`src/rtl/gdb_mem_master_pkg.sv`:
```
// Shared types and constants for the GDB memory master: FSM states,
// byte-lane masks and the lane-to-strobe helper.
package gdb_mem_pkg;

  localparam int WORD_BYTES = 4;

  localparam logic [3:0] LANE0_MASK = 4'b0001;
  localparam logic [3:0] LANE1_MASK = 4'b0010;
  localparam logic [3:0] LANE2_MASK = 4'b0100;
  localparam logic [3:0] LANE3_MASK = 4'b1000;

  typedef enum logic [2:0] {
    S_IDLE   = 3'd0,
    S_WFILL  = 3'd1,
    S_WBUS   = 3'd2,
    S_RBUS   = 3'd3,
    S_RDRAIN = 3'd4,
    S_DONE   = 3'd5
  } state_t;

  function automatic logic [3:0] lane_mask(input logic [1:0] lane);
    case (lane)
      2'd0:    return LANE0_MASK;
      2'd1:    return LANE1_MASK;
      2'd2:    return LANE2_MASK;
      default: return LANE3_MASK;
    endcase
  endfunction

endpackage

```
`src/rtl/gdb_mem_master_if.sv`:
```
// picorv32 native memory bus between the GDB memory master and the memory mux.
// Handshake: a transfer completes on a rising edge where mem_valid and
// mem_ready are both high; the request fields stay stable while mem_valid waits.
interface gdb_mem_master_if;
  logic        mem_valid;
  logic        mem_instr;
  logic [31:0] mem_addr;
  logic [31:0] mem_wdata;
  logic [3:0]  mem_wstrb;
  logic        mem_ready;
  logic [31:0] mem_rdata;

  modport master (
    output mem_valid, mem_instr, mem_addr, mem_wdata, mem_wstrb,
    input  mem_ready, mem_rdata
  );

  modport slave (
    input  mem_valid, mem_instr, mem_addr, mem_wdata, mem_wstrb,
    output mem_ready, mem_rdata
  );
endinterface

```
`src/rtl/gdb_mem_lane.sv`:
```
// Byte-lane helper: maps a lane index to its write strobe and selects that
// lane's byte out of a 32-bit word.
module gdb_mem_lane
  import gdb_mem_pkg::*;
(
  input  logic [1:0]  lane,
  input  logic [31:0] word,
  output logic [3:0]  strb,
  output logic [7:0]  lane_byte
);

  always_comb begin
    strb      = lane_mask(lane);
    lane_byte = word[8*lane +: 8];
  end

endmodule

```
`src/rtl/gdb_mem_master.sv`:
```
// Byte-granular read/write command engine that issues word-aligned
// transactions on the picorv32 native bus for the GDB server.
module gdb_mem_master
  import gdb_mem_pkg::*;
#(
  parameter int LEN_W   = 8,
  parameter int TIMEOUT = 1024
) (
  input  logic             clk,
  input  logic             reset,
  input  logic             cmd_valid,
  output logic             cmd_ready,
  input  logic             cmd_write,
  input  logic [31:0]      cmd_addr,
  input  logic [LEN_W-1:0] cmd_len,
  input  logic             wdat_valid,
  output logic             wdat_ready,
  input  logic [7:0]       wdat,
  output logic             rdat_valid,
  input  logic             rdat_ready,
  output logic [7:0]       rdat,
  output logic             done,
  output logic             err,
  gdb_mem_master_if.master bus,
  output state_t           dbg_state
);

  localparam int REM_W = LEN_W + 1;
  localparam int CNT_W = $clog2(TIMEOUT + 1);
  localparam logic [CNT_W-1:0] TMO_LAST = CNT_W'(TIMEOUT - 1);

  state_t           state, state_nxt;
  logic [31:0]      addr;
  logic [29:0]      word_addr;
  logic [REM_W-1:0] remaining;
  logic [31:0]      wbuf;
  logic [3:0]       strb;
  logic [31:0]      rbuf;
  logic [CNT_W-1:0] wait_cnt;
  logic             abort;

  logic [3:0]  lane_strb;
  logic [7:0]  lane_byte;
  logic [31:0] addr_inc;
  logic        last_byte;
  logic        word_end;
  logic        bus_state;
  logic        bus_tmo;

  gdb_mem_lane u_lane (
    .lane      (addr[1:0]),
    .word      (rbuf),
    .strb      (lane_strb),
    .lane_byte (lane_byte)
  );

  assign addr_inc  = addr + 32'd1;
  assign last_byte = (remaining == REM_W'(1));
  assign word_end  = (addr[1:0] == 2'd3);
  assign bus_state = (state == S_WBUS) || (state == S_RBUS);
  assign bus_tmo   = bus_state && !bus.mem_ready && (wait_cnt == TMO_LAST);
  assign dbg_state = state;

  always_comb begin
    state_nxt     = state;
    cmd_ready     = 1'b0;
    wdat_ready    = 1'b0;
    rdat_valid    = 1'b0;
    rdat          = 8'h00;
    done          = 1'b0;
    err           = 1'b0;
    bus.mem_valid = 1'b0;
    bus.mem_instr = 1'b0;
    bus.mem_addr  = {word_addr, 2'b00};
    bus.mem_wdata = 32'h0;
    bus.mem_wstrb = 4'h0;
    case (state)
      S_IDLE: begin
        cmd_ready = 1'b1;
        if (cmd_valid) state_nxt = cmd_write ? S_WFILL : S_RBUS;
      end
      S_WFILL: begin
        wdat_ready = 1'b1;
        if (wdat_valid && (word_end || last_byte)) state_nxt = S_WBUS;
      end
      S_WBUS: begin
        bus.mem_valid = 1'b1;
        bus.mem_wdata = wbuf;
        bus.mem_wstrb = strb;
        if (bus.mem_ready)  state_nxt = (remaining != '0) ? S_WFILL : S_DONE;
        else if (bus_tmo)   state_nxt = S_DONE;
      end
      S_RBUS: begin
        bus.mem_valid = 1'b1;
        if (bus.mem_ready)  state_nxt = S_RDRAIN;
        else if (bus_tmo)   state_nxt = S_DONE;
      end
      S_RDRAIN: begin
        rdat_valid = 1'b1;
        rdat       = lane_byte;
        if (rdat_ready && (word_end || last_byte))
          state_nxt = last_byte ? S_DONE : S_RBUS;
      end
      S_DONE: begin
        done      = 1'b1;
        err       = abort;
        state_nxt = S_IDLE;
      end
      default: state_nxt = S_IDLE;
    endcase
  end

  always_ff @(posedge clk) begin
    if (reset) begin
      state     <= S_IDLE;
      addr      <= 32'h0;
      word_addr <= 30'h0;
      remaining <= '0;
      wbuf      <= 32'h0;
      strb      <= 4'h0;
      rbuf      <= 32'h0;
      wait_cnt  <= '0;
      abort     <= 1'b0;
    end else begin
      state <= state_nxt;
      case (state)
        S_IDLE: begin
          if (cmd_valid) begin
            addr      <= cmd_addr;
            word_addr <= cmd_addr[31:2];
            remaining <= {1'b0, cmd_len} + REM_W'(1);
            strb      <= 4'h0;
            abort     <= 1'b0;
          end
        end
        S_WFILL: begin
          if (wdat_valid) begin
            for (int i = 0; i < WORD_BYTES; i++)
              if (lane_strb[i]) wbuf[8*i +: 8] <= wdat;
            strb      <= strb | lane_strb;
            word_addr <= addr[31:2];
            addr      <= addr_inc;
            remaining <= remaining - REM_W'(1);
          end
        end
        S_WBUS, S_RBUS: begin
          if (bus.mem_ready) begin
            wait_cnt <= '0;
            if (state == S_WBUS) strb <= 4'h0;
            else                 rbuf <= bus.mem_rdata;
          end else if (bus_tmo) begin
            // Abort drops whatever bytes are left; the write buffer is discarded.
            wait_cnt <= '0;
            strb     <= 4'h0;
            abort    <= 1'b1;
          end else begin
            wait_cnt <= wait_cnt + CNT_W'(1);
          end
        end
        S_RDRAIN: begin
          if (rdat_ready) begin
            addr      <= addr_inc;
            word_addr <= addr_inc[31:2];
            remaining <= remaining - REM_W'(1);
          end
        end
        default: ;
      endcase
    end
  end

endmodule

```
`src/flat_wrapper.sv`:
```
// flat-port wrapper written by rule: the top's interface ports become plain ports
module gdb_mem_master_flat import gdb_mem_pkg::*;
#(
  parameter int LEN_W   = 8,
  parameter int TIMEOUT = 1024
)
  (clk, reset, cmd_valid, cmd_ready, cmd_write, cmd_addr, cmd_len, wdat_valid, wdat_ready, wdat, rdat_valid, rdat_ready, rdat, done, err, dbg_state, bus_mem_valid, bus_mem_instr, bus_mem_addr, bus_mem_wdata, bus_mem_wstrb, bus_mem_ready, bus_mem_rdata);
  gdb_mem_master_if bus_i ();
  input  logic clk;
  input  logic reset;
  input  logic cmd_valid;
  output logic cmd_ready;
  input  logic cmd_write;
  input  logic [31:0] cmd_addr;
  input  logic [LEN_W-1:0] cmd_len;
  input  logic wdat_valid;
  output logic wdat_ready;
  input  logic [7:0] wdat;
  output logic rdat_valid;
  input  logic rdat_ready;
  output logic [7:0] rdat;
  output logic done;
  output logic err;
  output state_t dbg_state;
  output wire logic [$bits(bus_i.mem_valid)-1:0] bus_mem_valid;
  output wire logic [$bits(bus_i.mem_instr)-1:0] bus_mem_instr;
  output wire logic [$bits(bus_i.mem_addr)-1:0] bus_mem_addr;
  output wire logic [$bits(bus_i.mem_wdata)-1:0] bus_mem_wdata;
  output wire logic [$bits(bus_i.mem_wstrb)-1:0] bus_mem_wstrb;
  input wire logic [$bits(bus_i.mem_ready)-1:0] bus_mem_ready;
  input wire logic [$bits(bus_i.mem_rdata)-1:0] bus_mem_rdata;
  assign bus_mem_valid = bus_i.mem_valid;
  assign bus_mem_instr = bus_i.mem_instr;
  assign bus_mem_addr = bus_i.mem_addr;
  assign bus_mem_wdata = bus_i.mem_wdata;
  assign bus_mem_wstrb = bus_i.mem_wstrb;
  assign bus_i.mem_ready = bus_mem_ready;
  assign bus_i.mem_rdata = bus_mem_rdata;
  gdb_mem_master #(.LEN_W(LEN_W), .TIMEOUT(TIMEOUT)) u_core (.clk(clk), .reset(reset), .cmd_valid(cmd_valid), .cmd_ready(cmd_ready), .cmd_write(cmd_write), .cmd_addr(cmd_addr), .cmd_len(cmd_len), .wdat_valid(wdat_valid), .wdat_ready(wdat_ready), .wdat(wdat), .rdat_valid(rdat_valid), .rdat_ready(rdat_ready), .rdat(rdat), .done(done), .err(err), .bus(bus_i), .dbg_state(dbg_state));
endmodule
```
`config.mk`:
```
export PLATFORM = sky130hd
export DESIGN_NAME = gdb_mem_master_flat
export DESIGN_NICKNAME = d
export VERILOG_FILES = /design/src/rtl/gdb_mem_master_pkg.sv /design/src/rtl/gdb_mem_master_if.sv /design/src/rtl/gdb_mem_lane.sv /design/src/rtl/gdb_mem_master.sv /design/src/flat_wrapper.sv
export SDC_FILE = /design/constraint.sdc
export NUM_CORES = 1
export LEC_CHECK = 0
export BUFFER_PORTS_ARGS = -buffer_cell sky130_fd_sc_hd__buf_2
export CAP_MARGIN = 20
export CORE_AREA = 2 2 173 133
export CTS_BUF_LIST = sky130_fd_sc_hd__clkbuf_8 sky130_fd_sc_hd__clkbuf_16
export CTS_CLUSTER_DIAMETER = 30
export CTS_CLUSTER_SIZE = 20
export DETAILED_ROUTE_END_ITERATION = 7
export DIE_AREA = 0 0 175 135
export GPL_ROUTABILITY_DRIVEN = 0
export PLACE_DENSITY = 0.66
export SETUP_SLACK_MARGIN = 0.1
export SLEW_MARGIN = 20
export SYNTH_ARGS = -nofsm -noshare
export SYNTH_HDL_FRONTEND = slang
export SYNTH_SLANG_ARGS = --single-unit
```
`constraint.sdc`:
```
create_clock -name clk -period 3.2 [get_ports clk]
set_clock_uncertainty 0.05 [all_clocks]
set_input_delay 0.16 -clock clk [delete_from_list [all_inputs] [get_ports clk]]
set_output_delay 0.16 -clock clk [all_outputs]
set_load 0.02 [all_outputs]
```
==> results.md <==
- CTS Root Cell: clkbuf_16
- Vias in the first global route: roughly 8200
- Critical Path AT: around 2.8 ns
- Cell count after placement: ~1500
- YS warnings: 0
- ANT nets after route: 0
- Clock Latency Late Sink: around 0.43 ns
- Worst Path Buf+Inv: 2
- Die W: approximately 180 um
- Slowest cell on crit path: or3b_1
- Switching Share: 0.417
- Setup_tns: 0 ns
- Syn avg cell area: 7.75 um^2
- Synth async-reset ratio: 0
- Slowest stage delay, CP: 0.50 ns
- Syn Std Cell Area: between 0.008 and 0.009 mm^2
- FMAX: 400 MHz
- Final critical-path share of the clock period: 0.782
- Worst path cell trace: or3b_1, inv_2, nor2_4, buf_12, or4_1, nor2_1, a311o_1
- Post-layout minimum cycle time: 2.50 ns
- Initial Util: 0.397
- First-pass GRT wire length: approximately 43000 um
- Min Hold Slack: approximately 0.024 ns
- Hold Path Class: primary input to register
- Run status: complete, no violations
- Core Region: 0.0218 mm^2
- CTS Sinks: 154
- DR WL/cell: 17.0 um
- Yosys reg bits: 154
- Hold Fails Final Rpt: 0
- Clk slew on worst S/H paths: 0.07 ns
- Combinational Power Share: 0.410
- Pwr dens: 759 mW/mm^2
- Setup crit end kind: register
- Flop pwr share: 0.332
- Ys flop type: dfxtp_1
- Share of power burned in the clock network: 0.258
- Top delay family on crit path: simple AND/OR/NAND/NOR gates
- Die height: 135 um
- Die area: 0.0236 mm^2
- WL final: 27000 um
- NetSw: 3400 uW
- # rows: 47
- GR Overflow Total: 0
- Initial antenna violation count: 1
- DR DRC count: 0
- Dpl hpwl: 18400 um
- Num CTS Buffers: 17
- Clock tree from TritonCTS: yes
- Worst VDD drop: 527 uV
- I/O Pins: 173
- Pint: 4750 uW
- RSZ-0062 raised after global routing: no
- Vias per cell: 5.68
- H-tree Lvls: 4
- Post-synthesis sequential area ratio: 0.356
- Drt first pass iters: 6
- Critical path data required time: 3.52 ns
- Leakage dissipation: 0.00413 uW
- Number of max-cap violations: 0
- Non-Filler Instances: 1587
- Rel. slew slack: 0.461
- Total chip power: a little over 8000 uW
- Final setup viols: 0
- Diode count: 0
- Fin nets: 1376
- EDFF count, synth: 0
- CP max FO: 84
- Synth area leader: dfxtp_1
- Post-Syn Instances: 1117
- Area delta synth->final: 24.0%
- Worst Setup Start Kind: register
- DR vias: roughly 9000
- Synth cell types: 80
- 1st-iter DRT viols: 930
- Share of post-route cells with drive strength above 1: 0.203
- Slew @ Worst Pin: 0.806 ns
- # port buffers: approximately 170
- GR Util All Layers: 0.226
- Fin. max-slew vios: 0
- Clock Path Buffers: 2
- Synth top area cells: dfxtp_1 36%, a21oi_1 6.8%, nand2_1 6.7%
- Area share of the largest cell type after synthesis: 0.356
- Worst Setup Path Type: register to register
- Setup bufs post-CTS: 0
- Largest net degree at the start of global routing: 85
==> synthesized netlist by cell type, types with 7 or more instances <==
cell type / count
and2_1: 50
nand4_1: 19
inv_1: 19
and3_1: 11
xnor2_1: 12
dfxtp_1: 154
buf_1: 8
clkbuf_1: 51
o22ai_1: 7
ha_1: 9
o211ai_1: 12
a211oi_1: 19
a21o_1: 7
a21oi_1: 118
a31oi_1: 10
nand2_1: 154
a311oi_1: 8
o32ai_1: 8
nand3_1: 71
a221oi_1: 17
mux4_2: 8
or3_1: 7
o21ai_0: 43
nor2_1: 74
nor3_1: 27
and4_1: 7
nor4_1: 15
buf_2: 29
==> per-layer routing <==
metal	GRT usage	vias up	share of wire
met4	0.0593	2	0.012
met3	0.0450	23	0.067
met1	0.328	4297	0.48
met5	0	-	0.00048
met2	0.341	301	0.44
li1	-	4387	-
==> flip-flops by register name (all words and copies together), names as in the netlist <==
name / cells
u_core.addr: 32
u_core.rbuf: 32
u_core.wbuf: 32
u_core.word_addr: 30
u_core.wait_cnt: 11
u_core.remaining: 9
u_core.strb: 4
u_core.dbg_state: 3
u_core.abort: 1
==> placed cells by master, fill, tap and decap left out, types with 9 or more instances in the layout <==
cell type and instances:
nand3_1 71, nand4_1 19, nor4_1 15, inv_1 19
nor2_1 73, nor3_1 27, dfxtp_1 154, a211oi_1 19
dlygate4sd3_1 45, o211ai_1 12, o21ai_0 43, ha_1 9
a21oi_1 118, xnor2_1 12, a221oi_1 17, buf_4 27
a31oi_1 10, and2_1 50, clkbuf_16 17, nand2_1 154
and3_1 11, buf_2 168
==> power groups by stage <==
stage                     sequential, uW  clock [uW]  combinational (uW)
after floorplan                     2780           0                2230
after global placement              2720           0                3250
after detailed placement            2730           0                3280
after CTS                           2690        2140                3340
after global routing                2760        2220                3680
final                               2700        2110                3340
==> path summary, 6_finish.rpt <==
kind | from | end | slack [ns] | cells after the start
max reg2reg | u_core.dbg_state[1] | u_core.addr[26] | 0.70 | 7
min reg2reg | u_core.word_addr[4] | u_core.word_addr[4] | 0.40 | 2
min | bus_mem_ready | u_core.wait_cnt[9] | 0.02 | 2
max | u_core.dbg_state[1] | u_core.addr[26] | 0.70 | 7
==> what timing repair did <==
item | CTS | global route
endpoints found under the hold margin | 67 | 0
setup endpoints to repair | 0 | 0
hold buffers | 45 | 0
gates resized for setup | 0 | 0
==> stage by stage <==
stage	setup WS [ns]	instance area (um^2)	utilization
after global routing	0.545	10700	0.492
after detailed placement	0.770	9680	0.444
after floorplan	1.09	8670	-
final	0.698	10700	0.492
after CTS	0.717	10700	0.492
after global placement	0.810	9680	0.444
==> logic make-up (layout without fill, tap and decap cells) <==
group,Yosys count,in the layout,synth area share
adder cells (fa/ha/maj),9,9,0.0130
AO/OA/AOI/OAI,313,313,0.236
multiplexers,14,14,0.0279
other,1,3,0.000433
XOR/XNOR,18,18,0.0182
AND/OR/NAND/NOR,484,484,0.280
buffers and inverters,124,298,0.0688
flip-flops,154,154,0.356
==> layout make-up <==
class                      instances  area (um^2)
clock buffer                      19          453
inverter                          22         82.6
timing repair buffer             244         1570
multi-input combinational        841         5020
tap                              294          368
clock inverter                    13          155
sequential                       154         3080
fill                            2115        11100
(Power assumes the default switching activity.)
